==> config.mk <==
export PLATFORM = sky130hd
export DESIGN_NAME = acc_bcd_converter
export DESIGN_NICKNAME = d
export VERILOG_FILES = /design/src/rtl/acc_bcd_converter.sv
export SDC_FILE = /design/constraint.sdc
export NUM_CORES = 1
export LEC_CHECK = 0
export ABC_AREA = 1
export BUFFER_PORTS_ARGS = -buffer_cell sky130_fd_sc_hd__buf_2
export CELL_PAD_IN_SITES_DETAIL_PLACEMENT = 1
export CELL_PAD_IN_SITES_GLOBAL_PLACEMENT = 2
export CORE_ASPECT_RATIO = 1.1
export CORE_MARGIN = 4
export CORE_UTILIZATION = 30
export CTS_BUF_LIST = sky130_fd_sc_hd__clkbuf_4 sky130_fd_sc_hd__clkbuf_8 sky130_fd_sc_hd__clkbuf_16
export CTS_CLUSTER_DIAMETER = 30
export DETAILED_ROUTE_END_ITERATION = 8
export PLACE_DENSITY_LB_ADDON = 0.15
export SLEW_MARGIN = 5
export SYNTH_ARGS = -nofsm -noshare
export SYNTH_HDL_FRONTEND = slang
export SYNTH_SLANG_ARGS = --single-unit
==> constraint.sdc <==
create_clock -name clocks -period 1.15 [get_ports clocks]
set_input_delay 0 -clock clocks [delete_from_list [all_inputs] [get_ports clocks]]
set_output_delay 0 -clock clocks [all_outputs]
set_load 0.05 [all_outputs]
==> src/rtl/acc_bcd_converter.sv <==
// Iterative double-dabble binary-to-BCD converter for the accumulator display.
// One bit per clock; result held stable between completions.
module acc_bcd_digit (
  input  logic [3:0] d,
  output logic [3:0] q
);
  always_comb q = (d >= 4'd5) ? d + 4'd3 : d;
endmodule

module acc_bcd_converter #(
  parameter int WIDTH  = 8,
  parameter int DIGITS = 3
) (
  input  logic                  clocks,
  input  logic                  reset,
  input  logic [WIDTH-1:0]      value,
  input  logic                  start,
  output logic                  busy,
  output logic                  done,
  output logic [4*DIGITS-1:0]   bcd
);
  localparam int BW = 4*DIGITS;
  localparam int CW = $clog2(WIDTH+1);

  typedef enum logic {IDLE, SHIFT} state_t;

  state_t            state_q, state_d;
  logic [WIDTH-1:0]  shift_q, shift_d;
  logic [BW-1:0]     scratch_q, scratch_d;
  logic [CW-1:0]     count_q, count_d;
  logic              busy_q, busy_d;
  logic              done_q, done_d;
  logic [BW-1:0]     bcd_q, bcd_d;

  logic [BW-1:0]     adj;
  logic [BW-1:0]     scratch_nxt;

  genvar g;
  generate
    for (g = 0; g < DIGITS; g++) begin : g_dig
      acc_bcd_digit u_dig (.d(scratch_q[4*g +: 4]), .q(adj[4*g +: 4]));
    end
  endgenerate

  // Top bit of the corrected scratch falls off; shift MSB enters at bit 0.
  assign scratch_nxt = {adj[BW-2:0], shift_q[WIDTH-1]};

  always_comb begin
    state_d   = state_q;
    shift_d   = shift_q;
    scratch_d = scratch_q;
    count_d   = count_q;
    busy_d    = busy_q;
    done_d    = 1'b0;
    bcd_d     = bcd_q;
    case (state_q)
      IDLE: begin
        if (start) begin
          shift_d   = value;
          scratch_d = '0;
          count_d   = '0;
          busy_d    = 1'b1;
          state_d   = SHIFT;
        end
      end
      SHIFT: begin
        shift_d   = {shift_q[WIDTH-2:0], 1'b0};
        scratch_d = scratch_nxt;
        count_d   = count_q + CW'(1);
        if (count_q == CW'(WIDTH-1)) begin
          bcd_d   = scratch_nxt;
          done_d  = 1'b1;
          busy_d  = 1'b0;
          state_d = IDLE;
        end
      end
      default: state_d = IDLE;
    endcase
  end

  always_ff @(posedge clocks or negedge reset) begin
    if (!reset) begin
      state_q   <= IDLE;
      shift_q   <= '0;
      scratch_q <= '0;
      count_q   <= '0;
      busy_q    <= 1'b0;
      done_q    <= 1'b0;
      bcd_q     <= '0;
    end else begin
      state_q   <= state_d;
      shift_q   <= shift_d;
      scratch_q <= scratch_d;
      count_q   <= count_d;
      busy_q    <= busy_d;
      done_q    <= done_d;
      bcd_q     <= bcd_d;
    end
  end

  assign busy = busy_q;
  assign done = done_q;
  assign bcd  = bcd_q;
endmodule
==> reports/qor.txt, run 1 <==
Status - finished, violations left
Failing checks - setup timing
Clk root buf - clkbuf_8
Min Tclk post-route - 1.27 ns
Mean number of vias per cell - 4.61
Clk_lat worst skew - 0.28 ns
Setup Skew - 0.00275 ns
Final core occ - 0.483
Pleak - 1.41 nW
Yosys top cell area share - 0.532
Clock sink count - 39
Largest area contributor in the netlist - dfrtp_1
CTS Buffer Depth - 2
Worst-path maximum fanout - 6
Crit Path Class - flop to flop
Grt peak-use layer - met2
Port bufs - 24
Die Width - 82.6 um
Met1 Resource Use GR - 0.190
Reg clk slew, reported paths - 0.07 ns
Area contributors post-synth - dfrtp_1, nand2_1, nand3_1
Critical path data required time - 1.37 ns
CTS Buf Count - 5
CTS tree - yes
Slowest-stage cell, CP - dfrtp_1
Critical path arrival - 1.49 ns
Sequential share of the synthesized area - 0.532
FP Rows - 29
First-pass GRT wire length - 8670 um
Area growth, synth to finish - 53.8%
RSZ-0062 raised after global routing - true
Syn Inst Count - 216
Critical path startpoint category - flop
Largest net degree at the start of global routing - 40
Initial antenna violation count - 0
Final hold violation count - 0
Slew @ Worst Pin - 0.350 ns
Placement Cell Area - 2260 sq um
HP Class - input pin to flop
Peak VDD IR - 0.00118 V
CP max stage delay - 0.36 ns
Post-DP HPWL - 3450 um
Filler cell count - 694
Total grt overflow - 0
Levels on crit path - 7
Syn Area/Cell - 8.49 sq um
Seq cells post-synth - 39
Via Count - 1691
Full die area - 7430 sq um
Setup crit end kind - flop
Flop2flop setup slack - -0.12 ns
Detailed Route WL - 5470 um
Aggregate global-route resource usage - 0.148
Post-synth EDFFs - 0
# H-tree levels - 2
CP Cell Sequence - ha_2 > inv_2 > nor3_4 > buf_12 > buf_8 > nand3_2 > nand2_1
Die height - 90.0 um
Placeable core region - 5840 sq um
Setup TNS - -1.66 ns
Share of layout cells above drive strength 1 - 0.466
Antenna cell count - 0
Syn Std Cell Area - 1830 sq um
Synth unique cells - 21
WHS - 0.161 ns
Max-cap viol count - 0
Final worst-path cycle share - 1.10
Initial Utilization - 0.314
Area of the multi-input gates - 1020 sq um
Max_slew headroom - 0.767
R2R depth - 7
First DRT Iteration DRCs - 55
# nets final - 309
Hold depth - 5
Boundary Pins - 25
Top delay family on crit path - flip-flops
Vias in the first global route - 1802
Buf/Inv on CP - 3
Cell Pwr Density - 3170 nW/um^2
FFs w/ async S/R, synth - 1.00
Drt first pass iters - 4
Max-slew violation count - 0
# DRC - 0
Final ANT Viol Nets - 0
Avg WL per Cell - 14.9 um
Routability cong. - 0.784
YS warnings - 0
FMAX - 788 MHz
Design area - 2820 sq um
Synth Flop Type - dfrtp_1
Syn_nets - 234
Grt met2 use - 0.253
Met3 GRT Util - 0.0250
Setup WS post-layout - -0.118 ns
Finish-stage setup viols - 21
Reg area - 978 sq um
[per-stage QoR]
stage                     power [mW]  instances  worst slack, ns
final                           8.95        367           -0.118
after global routing            9.66        367           -0.187
after floorplan                 5.07        216          -0.0371
after detailed placement        6.56        342           -0.127
after CTS                       8.42        363          -0.0920
after global placement          6.46        342          -0.0969
[routing by layer]
| layer | part of all wire | wire length (um) |
|---|---|---|
| met2 | 0.51 | 2790 |
| met3 | 0.031 | 167 |
| met4 | 0.018 | 97 |
| met5 | 0 | 0 |
| met1 | 0.44 | 2420 |
[state kept, by name, summed over array words and instances, names as in the netlist]
| signal | cells |
|---|---|
| busy | 1 |
| scratch_q | 12 |
| shift_q | 8 |
| done | 1 |
| count_q | 4 |
| state_q | 1 |
| bcd | 12 |
[cell families (layout without fill, tap and decap cells)]
family                     count (synthesis)  count (layout)  share of synthesized area
adders and majority gates                  7               7                     0.0477
buffers and inverters                     26             100                     0.0655
AOI/OAI and AO/OA                         19              19                     0.0607
DFF                                       39              39                      0.532
xor gates and xnor gates                   1               1                    0.00478
and+or+nand+nor                          124             124                      0.289
[timing repair]
action / CTS / global route
hold buffers: 9 / 0
setup buffers: 7 / 4
hold endpoints to repair: 47 / 0
gates cloned: 0 / 1
pin swaps: 18 / 27
gates resized for setup: 62 / 27
endpoints found under the setup margin: 32 / 35
[cells in the mapped netlist, types with 3 or more instances]
| cell | instances |
|---|---|
| dfrtp_1 | 39 |
| ha_1 | 7 |
| inv_1 | 18 |
| nand2_1 | 82 |
| nand3_1 | 28 |
| nand4_1 | 5 |
| nor2_1 | 6 |
| o21ai_0 | 11 |
| o22ai_1 | 3 |
[tightest hold or removal path, delay by kind of cell]
| family | cells | cell delay (ns) |
|---|---|---|
| buf+inv | 2 | 0.21 |
| simple gates | 2 | 0.14 |
| compound gates | 1 | 0.06 |
[layout by cell type, fill, tap and decap left out, types with 2 or more instances in the layout]
cell	instances
o211ai_1	2
nand2_1	66
buf_8	2
o21ai_0	5
nand3_4	4
nand3_2	13
nor2_2	2
o21ai_1	3
o21ai_2	4
nand4_1	5
ha_4	5
dfrtp_2	2
nand2_2	10
clkbuf_8	5
nor2_1	4
o22ai_1	2
nand3_1	11
buf_6	3
buf_12	2
inv_2	12
inv_1	7
buf_4	32
buf_2	24
dfrtp_1	37
nand2_4	8
dlygate4sd3_1	9
[final timing paths]
kind	startpoint	endpoint
worst max-delay path	count_q[1]	bcd[8]
worst min-delay path	start	shift_q[0]
worst max register to register	count_q[1]	bcd[8]
worst min register to register	bcd[6]	bcd[6]
max in group asynchronous	reset	scratch_q[8]
min in group asynchronous	reset	count_q[3]
[final cells by class]
| type | count | area share |
|---|---|---|
| clock buffers | 6 | 0.0271 |
| inverters | 21 | 0.0311 |
| multi-input cells | 151 | 0.362 |
| flip-flops and latches | 39 | 0.347 |
| well taps | 77 | 0.0342 |
| repair buffers | 72 | 0.197 |
| repair inverters | 1 | 0.00222 |
[power by group]
group | switching (mW) | internal (mW) | total, mW
clock | 0.450 | 0.429 | 0.878
combinational | 3.37 | 2.23 | 5.60
sequential | 0.466 | 2.00 | 2.47
Note: power is estimated with default switching activity, not from simulation.
==> inputs of run 2 (changes only) <==
ABC_AREA = unset   (was 1)
CORE_UTILIZATION = 32   (was 30)
==> run 2 against run 1 <==
The flow still finishes with violations (setup timing). Flip-flop and latch count unchanged. Wire length down 11%. Register-to-register slack worse by 0.20 ns. Clock power grew 5.5%. Sequential share of layout area fell by 1.6 points. Global-route usage up 0.25 points. Combinational power rose by 7.9%. Synthesized cell count shrank 19%. Maximum frequency shrank 14%. Sequential power increased by 4%. Critical endpoint is now scratch_q[2].
==> reports/qor.txt, run 2 <==
Clk_lat worst skew - 0.28 ns
RSZ-0062 raised after global routing - true
Setup Skew - 0.00332 ns
Synth Area in Simple Gates - 0.132
WHS - 0.00776 ns
Reg clk slew, reported paths - 0.07 ns
Setup TNS - -4.15 ns
Final worst-path cycle share - 1.28
Port bufs - 24
Synth unique cells - 25
Most frequent cells in the layout - buf_4, dfrtp_1, nand2_1, buf_2, o21ai_1
Vias in the first global route - 1679
CP Cell Sequence - inv_2 > ha_4 > nand2b_4 > a21oi_4 > mux2_4 > o22ai_2
Final ANT Viol Nets - 0
Post-Synth XOR/XNOR Area - 0.0243
Total grt overflow - 0
Synth Area in Adders - 0.0485
Worst-path maximum fanout - 3
Cell Pwr Density - 3210 nW/um^2
Most common library cell in the layout ignoring fill and taps - buf_4
# nets final - 274
Buf/Inv on CP - 1
CTS Buf Count - 5
Max_slew headroom - 0.791
Max-slew violation count - 0
Boundary Pins - 25
Mean number of vias per cell - 4.76
Synth top cells by count - dfrtp_1, nand2_1, o21ai_1, o22ai_1, mux2i_1
FP Rows - 28
Critical path data required time - 1.36 ns
Setup crit end kind - flop
Largest family of logic cells by synthesized area - compound AO/OA/AOI/OAI gates
Placeable core region - 5430 sq um
Sequential share of the synthesized area - 0.541
Failing checks - setup timing
Seq cells post-synth - 39
Top delay family on crit path - flip-flops
CTS Buffer Depth - 2
Syn Std Cell Area - 1810 sq um
Share of layout cells above drive strength 1 - 0.543
Crit Path Class - flop to flop
Syn_nets - 194
Finish-stage setup viols - 25
Largest area contributor in the netlist - dfrtp_1
Synth Area in Compound Gates - 0.145
First-pass GRT wire length - 8120 um
Min Tclk post-route - 1.47 ns
Clock sink count - 39
Routability cong. - 0.753
Yosys top cell area share - 0.541
Die height - 86.8 um
Filler cell count - 594
Syn Area/Cell - 10.3 sq um
Peak VDD IR - 0.00150 V
Area of the multi-input gates - 1100 sq um
Aggregate global-route resource usage - 0.151
Via Count - 1576
First DRT Iteration DRCs - 23
Mux share of post-synthesis cell area - 0.0693
Detailed Route WL - 4850 um
Reg area - 981 sq um
Final core occ - 0.547
Power Total - 9.52 mW
Pleak - 1.35 nW
Most frequent cell after synthesis - dfrtp_1
Antenna cell count - 0
Critical path startpoint category - flop
Critical path arrival - 1.68 ns
Clk root buf - clkbuf_8
Area growth, synth to finish - 64.4%
Slowest-stage cell, CP - dfrtp_2
Max-cap viol count - 0
CTS tree - yes
Area contributors post-synth - dfrtp_1, nand2_1, o21ai_1
Slew @ Worst Pin - 0.314 ns
Full die area - 6910 sq um
FMAX - 681 MHz
Largest net degree at the start of global routing - 40
Post-synth EDFFs - 0
Final hold violation count - 0
CP max stage delay - 0.45 ns
Synth Flop Type - dfrtp_1
Avg WL per Cell - 14.7 um
Syn Inst Count - 176
YS warnings - 0
Setup WS post-layout - -0.318 ns
HP Class - input pin to flop
Drt first pass iters - 4
Die Width - 79.6 um
Post-place setup slack - -0.283 ns
Post-DP HPWL - 3150 um
Initial Utilization - 0.332
# H-tree levels - 2
Status - finished, violations left
FFs w/ async S/R, synth - 1.00
# DRC - 0
Initial antenna violation count - 0
-- run 2: area by class of cell --
| class | instances | share of cell area |
|---|---|---|
| flip-flops and latches | 39 | 0.331 |
| multi-input cells | 120 | 0.372 |
| repair buffers | 81 | 0.222 |
| clock buffers | 6 | 0.0278 |
| clock inverters | 1 | 0.00169 |
| inverters | 9 | 0.0139 |
| well taps | 75 | 0.0316 |
-- run 2: routing by layer --
| layer | global-route usage | vias to the layer above | routed length (um) |
|---|---|---|---|
| li1 | - | 767 | - |
| met1 | 0.186 | 787 | 2030 |
| met2 | 0.265 | 16 | 2660 |
| met3 | 0.0353 | 6 | 127 |
| met4 | 0.0359 | 0 | 41 |
| met5 | 0 | - | 0 |
-- run 2: worst paths after layout --
path | end | start | slack [ns] | cells past startpoint
min in group asynchronous | bcd[7] | reset | 0.21 | 3
worst max register to register | scratch_q[2] | scratch_q[0] | -0.32 | 6
worst max-delay path | scratch_q[2] | scratch_q[0] | -0.32 | 6
worst min-delay path | shift_q[1] | value[1] | 0.008 | 3
max in group asynchronous | scratch_q[4] | reset | 0.71 | 3
worst min register to register | bcd[0] | bcd[0] | 0.48 | 2
-- run 2: worst reg2reg max path, stage by stage, from the launching register on --
cell      delay (ns)
dfrtp_2         0.45
inv_2           0.10
ha_4            0.16
nand2b_4        0.07
a21oi_4         0.16
mux2_4          0.33
o22ai_2         0.13
-- run 2: where the power goes --
group / internal [mW] / switching, mW / total, mW / leakage, nW
sequential: 1.98 / 0.580 / 2.56 / 0.492
clock: 0.471 / 0.456 / 0.926 / 0.0470
combinational: 3.06 / 2.98 / 6.04 / 0.807
-- run 2: cells by family (layout without fill, tap and decap cells) --
group / count (synthesis) / in the layout
compound gates: 45 / 45
mux: 11 / 11
xor+xnor: 5 / 5
buf+inv: 17 / 97
flops: 39 / 39
fa+ha+maj: 7 / 7
simple gates: 52 / 52
-- run 2: per-stage QoR --
stage | instance area [sq um] | instances
final | 2970 | 331
after global routing | 2970 | 331
after CTS | 2750 | 325
after detailed placement | 2370 | 299
after global placement | 2370 | 299
after floorplan | 1930 | 176
-- run 2: what timing repair did --
item	4_1_cts	5_1_grt
pin swaps	8	23
gates resized for setup	22	37
setup endpoints to repair	23	27
hold buffers	8	0
endpoints found under the hold margin	46	0
buffers inserted	11	9
cloned	1	0
